### src/rtl/vend_txn_sequencer.sv
// Vending machine purchase sequencer: select, coin collection with timeout,
// cancel, single-cycle vend, Rs.5 change pulse train, per-product stock.
module vend_txn_sequencer #(
    parameter int TIMEOUT_CYC = 16,
    parameter int STOCK_INIT  = 4
) (
    input  logic       clk_i,
    input  logic       rst_i,
    input  logic       sel_vld_i,
    input  logic [1:0] sel_i,
    input  logic [1:0] coin_i,
    input  logic       cancel_i,
    input  logic       restock_i,
    output logic [2:0] prd_o,
    output logic       chg_pulse_o,
    output logic [4:0] credit_o,
    output logic       busy_o,
    output logic [2:0] sold_out_o,
    output logic       err_o
);

    localparam logic [1:0] IDLE    = 2'd0;
    localparam logic [1:0] COLLECT = 2'd1;
    localparam logic [1:0] VEND    = 2'd2;
    localparam logic [1:0] CHANGE  = 2'd3;

    localparam logic [3:0] STOCK_RST  = 4'(STOCK_INIT);
    localparam logic [7:0] TIMER_LAST = 8'(TIMEOUT_CYC - 1);

    logic [1:0]      state_q, state_d;
    logic [4:0]      price_q, price_d;
    logic [1:0]      prod_q, prod_d;
    logic [4:0]      credit_q, credit_d;
    logic [7:0]      timer_q, timer_d;
    logic [2:0][3:0] stock_q, stock_d;
    logic [2:0]      prd_q, prd_d;
    logic            chg_q, chg_d;
    logic            err_q, err_d;
    logic            busy_q, busy_d;
    logic [2:0]      soldOut_q, soldOut_d;

    logic [4:0]      coinVal;
    logic            coinValid;
    logic [4:0]      creditNext;

    always_comb begin
        state_d   = state_q;
        price_d   = price_q;
        prod_d    = prod_q;
        credit_d  = credit_q;
        timer_d   = timer_q;
        stock_d   = stock_q;
        err_d     = 1'b0;

        case (coin_i)
            2'b01:   coinVal = 5'd5;
            2'b10:   coinVal = 5'd10;
            default: coinVal = 5'd0;
        endcase
        coinValid  = (coin_i == 2'b01) || (coin_i == 2'b10);
        creditNext = credit_q + coinVal;

        case (state_q)
            IDLE: begin
                if (coin_i != 2'b00) err_d = 1'b1;
                // Restock lands first so a same-cycle select sees the reloaded stock.
                if (restock_i) stock_d = {3{STOCK_RST}};
                if (sel_vld_i) begin
                    if (sel_i == 2'b11) begin
                        err_d = 1'b1;
                    end else if (stock_d[sel_i] == 4'd0) begin
                        err_d = 1'b1;
                    end else begin
                        case (sel_i)
                            2'b00:   price_d = 5'd5;
                            2'b01:   price_d = 5'd10;
                            default: price_d = 5'd15;
                        endcase
                        prod_d   = sel_i;
                        credit_d = 5'd0;
                        timer_d  = 8'd0;
                        state_d  = COLLECT;
                    end
                end
            end
            COLLECT: begin
                if (coin_i == 2'b11) err_d = 1'b1;
                credit_d = creditNext;
                timer_d  = coinValid ? 8'd0 : timer_q + 8'd1;
                // A refund of zero has nothing to pay out, so skip CHANGE entirely.
                if (cancel_i) begin
                    state_d = (creditNext == 5'd0) ? IDLE : CHANGE;
                end else if (creditNext >= price_q) begin
                    state_d = VEND;
                end else if (!coinValid && timer_q == TIMER_LAST) begin
                    state_d = (creditNext == 5'd0) ? IDLE : CHANGE;
                end
            end
            VEND: begin
                if (coin_i != 2'b00) err_d = 1'b1;
                stock_d[prod_q] = stock_q[prod_q] - 4'd1;
                credit_d = credit_q - price_q;
                state_d  = (credit_d != 5'd0) ? CHANGE : IDLE;
            end
            default: begin
                if (coin_i != 2'b00) err_d = 1'b1;
                credit_d = credit_q - 5'd5;
                state_d  = (credit_d == 5'd0) ? IDLE : CHANGE;
            end
        endcase

        // Output registers follow the next state so pulses line up with it.
        prd_d     = (state_d == VEND) ? 3'(3'b001 << prod_q) : 3'b000;
        chg_d     = (state_d == CHANGE);
        busy_d    = (state_d != IDLE);
        soldOut_d = {stock_d[2] == 4'd0, stock_d[1] == 4'd0, stock_d[0] == 4'd0};
    end

    always_ff @(posedge clk_i) begin
        if (!rst_i) begin
            state_q   <= IDLE;
            price_q   <= 5'd0;
            prod_q    <= 2'd0;
            credit_q  <= 5'd0;
            timer_q   <= 8'd0;
            stock_q   <= {3{STOCK_RST}};
            prd_q     <= 3'b000;
            chg_q     <= 1'b0;
            err_q     <= 1'b0;
            busy_q    <= 1'b0;
            soldOut_q <= 3'b000;
        end else begin
            state_q   <= state_d;
            price_q   <= price_d;
            prod_q    <= prod_d;
            credit_q  <= credit_d;
            timer_q   <= timer_d;
            stock_q   <= stock_d;
            prd_q     <= prd_d;
            chg_q     <= chg_d;
            err_q     <= err_d;
            busy_q    <= busy_d;
            soldOut_q <= soldOut_d;
        end
    end

    assign prd_o       = prd_q;
    assign chg_pulse_o = chg_q;
    assign credit_o    = credit_q;
    assign busy_o      = busy_q;
    assign sold_out_o  = soldOut_q;
    assign err_o       = err_q;

endmodule

### config.mk
export PLATFORM = sky130hd
export DESIGN_NAME = vend_txn_sequencer
export DESIGN_NICKNAME = d
export VERILOG_FILES = /design/src/rtl/vend_txn_sequencer.sv
export SDC_FILE = /design/constraint.sdc
export NUM_CORES = 1
export LEC_CHECK = 0
export BUFFER_PORTS_ARGS = -buffer_cell sky130_fd_sc_hd__buf_2
export CORE_ASPECT_RATIO = 0.7
export CORE_MARGIN = 2
export CORE_UTILIZATION = 28
export DETAILED_ROUTE_END_ITERATION = 7
export GPL_ROUTABILITY_DRIVEN = 0
export PLACE_DENSITY = 0.43
export SYNTH_ARGS = -nofsm -noshare
export SYNTH_HDL_FRONTEND = slang
export SYNTH_SLANG_ARGS = --single-unit
### constraint.sdc
create_clock -name clk_i -period 3.61 [get_ports clk_i]
set_input_delay 0.361 -clock clk_i [delete_from_list [all_inputs] [get_ports clk_i]]
set_output_delay 0.361 -clock clk_i [all_outputs]
set_load 0.05 [all_outputs]
==> impl_metrics.env <==
export IMPL_outcome="finished clean"
export IMPL_final_util_pct=34.1
export IMPL_cap_violations=0
export IMPL_slew_headroom_pct=54.1
export IMPL_crit_path_top_delay_cell="or4_4"
export IMPL_yosys_area_share_adder_pct=10.3
export IMPL_synthMuxAreaShare_pct=2.79
export IMPL_clkLatencyLatePin_ns=0.28
export IMPL_cp_data_required_time_ns=3.78
export IMPL_ys_types=51
export IMPL_start_kind="primary input"
export IMPL_ctsHoldBuffers=0
export IMPL_r2r_slack_ns=0.49
export IMPL_cts_buffers=5
export IMPL_power_frac_comb_pct=51.3
export IMPL_min_to="price_q[2]"
export IMPL_syn_area_per_cell_um2=7.77
export IMPL_drv_slew=0
export IMPL_swShare_pct=44.8
export IMPL_clock_skew_ns=0.00487
export IMPL_period_share_pct=91.4
export IMPL_reg2reg_depth=10
export IMPL_synth_compound_area_share_pct=19.6
export IMPL_dr_first_iter_drc_count=172
export IMPL_synth_edff_count=0
export IMPL_drive_gt1_share_pct=12.1
export IMPL_grt_total_usage_pct=14.3
export IMPL_drc=0
export IMPL_r2r_end="prd_o[0]"
export IMPL_p_sw_w=0.000969
export IMPL_seq_area_frac_synth_pct=31.9
export IMPL_seqPwrFrac_pct=28.1
export IMPL_multiInputGateArea_mm2=0.00160
export IMPL_cts_tree="yes"
export IMPL_antenna_found_initial=0
export IMPL_timing_rr_start="credit_o[0]"
export IMPL_synth_ff_type="dfxtp_1"
export IMPL_grt_pass1_vias=2216
export IMPL_crit_fanout=4
export IMPL_synthXorXnorAreaFrac_pct=4.54
export IMPL_wl_per_cell_um=14.1
export IMPL_hold_viol_final=0
export IMPL_fillCellCount=936
export IMPL_power_density_mw_per_mm2=740
export IMPL_critPathKind="primary input to register"
export IMPL_p_leak_nw=1.23
export IMPL_power_frac_clock_pct=20.5
export IMPL_finalSetupViolations=0
export IMPL_dieArea_mm2=0.00975
export IMPL_hp_start="sel_i[0]"
export IMPL_clkSinkCount=40
export IMPL_std_cell_rows=28
export IMPL_netlist_area_leader_share_pct=31.9
export IMPL_vias=2333
export IMPL_crit_chain="buf_2 -> inv_1 -> ha_1 -> xor2_1 -> a221oi_1 -> or4_4 -> and2_4 -> ha_1 -> a2111oi_0 -> nor3_1 -> o41ai_1 -> buf_4 -> and3b_1 -> and3_1"
export IMPL_regArea_um2=801
export IMPL_crit_path_frequent_cell="ha_1"
export IMPL_max_stage_delay_ns=0.50
export IMPL_cp_arrival_ns=3.47
export IMPL_synth_top_family_by_area="simple AND/OR/NAND/NOR gates"
export IMPL_fin_setup_tns_ns=0
export IMPL_overflow=0
export IMPL_synth_area_mm2=0.00251
export IMPL_htreeDepth=2
export IMPL_io_pins=23
export IMPL_die_x_um=117
export IMPL_grt_start_max_net_pins=25
export IMPL_synth_simple_area_share_pct=26.3
export IMPL_diodes=0
export IMPL_tightest_slew_ns=0.688
export IMPL_finalCriticalPeriod_ns=3.30
export IMPL_antenna_left=0
export IMPL_final_cell_mix="nor2_1 (48), dfxtp_1 (40), a21oi_1 (29), nand2_1 (25), buf_2 (22)"
export IMPL_cts_setup_buffers=0
export IMPL_final_common_cell="nor2_1"
export IMPL_crit_start="coin_i[0]"
export IMPL_synth_async_reset_ratio_pct=0
export IMPL_routed_wl_um=6580
export IMPL_cts_max_path_buffers=2
export IMPL_vdd_drop_max_mv=0.224
export IMPL_ys_warn_count=0
export IMPL_fmax_ghz=0.303
export IMPL_nets=375
export IMPL_ys_top_cells_by_area="dfxtp_1 (32%), ha_1 (9.5%), nor2_1 (7.2%)"
export IMPL_portBuffers=22
export IMPL_ys_ff_latch=40
export IMPL_grt_pass1_wl_um=11200
export IMPL_firstDrtPassIters=4
export IMPL_power_total_w=0.00216
export IMPL_cts_root_buf="clkbuf_16"
export IMPL_clk_pin_slew_ns=0.06
export IMPL_via_per_inst=5.00
export IMPL_end_kind="register"
export IMPL_start_util_pct=29.2
export IMPL_die_height_um=83.2
export IMPL_yosysTopAreaCell="dfxtp_1"
export IMPL_area_growth_pct=16.6
export IMPL_coreArea_mm2=0.00858
export IMPL_p_int_w=0.00119
export IMPL_netlist_instances=323
export IMPL_hp_class="primary input to register"
export IMPL_hold_depth=2
export IMPL_dpl_hpwl_um=5080
export IMPL_rsz0062_at_grt="false"
export IMPL_synthesis_nets=352
export IMPL_postCtsResizedCells=0
## stage by stage
stage	instance area [um^2]	setup slack, ns	hold WS [ns]	instances
after floorplan	2510	0.197	0.423	323
after global placement	2780	0.115	0.450	459
after detailed placement	2780	0.00499	0.446	459
after CTS	2930	0.307	0.336	467
after global routing	2930	0.117	0.361	467
final	2930	0.310	0.338	467
## worst max-delay path, delay by kind of cell
family                   cells  cell delay (ns)
AND/OR/NAND/NOR              5             1.19
buffers and inverters        3             0.41
XOR/XNOR                     1             0.22
adder cells (fa/ha/maj)      2             0.41
AO/OA/AOI/OAI                3             0.87
## power by group through the flow
stage	clock network [W]	logic [W]	registers [W]
final	0.000444	0.00111	0.000609
after global routing	0.000475	0.00125	0.000627
after CTS	0.000461	0.00112	0.000612
after detailed placement	0	0.00111	0.000622
after global placement	0	0.00112	0.000623
after floorplan	0	0.000749	0.000689
## flip-flops by register name, summed over array words and instances (netlist names)
signal	count
stock_q	12
timer_q	8
credit_o	5
prd_o	3
sold_out_o	3
price_q	2
prod_q	2
state_q	2
busy_o	1
chg_pulse_o	1
err_o	1
## area by class of cell
cell class              count  share of cell area, %
well taps                 120                   5.13
inverters                  16                   2.05
repair buffers             30                   5.82
flip-flops and latches     40                   27.4
clock buffers               6                   4.75
clock inverters             2                  0.342
multi-input cells         253                   54.5
## cell families after synthesis
family | after synthesis
compound gates | 79
xor+xnor | 13
fa+ha+maj | 20
buf+inv | 30
flops | 40
mux | 7
simple gates | 134
## worst max path at each step
stage	endpoint	cells after the start
2_1_floorplan	prd_o[0]	10
3_3_place_gp	prd_o[2]	14
3_5_place_dp	prd_o[0]	14
4_1_cts	prd_o[0]	14
5_1_grt	prd_o[1]	14
6_report	prd_o[0]	14
## cell usage after synthesis (all sizes together), types with 2 or more instances
cell type,number
a21oi,29
clkbuf,13
o22ai,3
o31ai,2
or3,2
or4,3
nand3,8
a21o,3
a31oi,3
nor3,10
a22oi,2
nand4,2
o2111ai,2
o21ai,19
and2,7
nand2,25
xnor2,9
xor2,4
and3,6
a222oi,4
nand2b,3
mux2i,7
nor4,4
inv,15
nand3b,4
ha,19
nor2,48
nor2b,6
and3b,2
dfxtp,40
## layer usage
metal	up-vias	wire [um]	track usage, %	share of wire [%]
li1	1196	-	-	-
met1	1100	3580	21.9	54
met2	35	2700	20.6	41
met3	2	282	3.65	4.3
met4	0	27	1.60	0.41
met5	-	0	0	0
(Power assumes the default switching activity.)
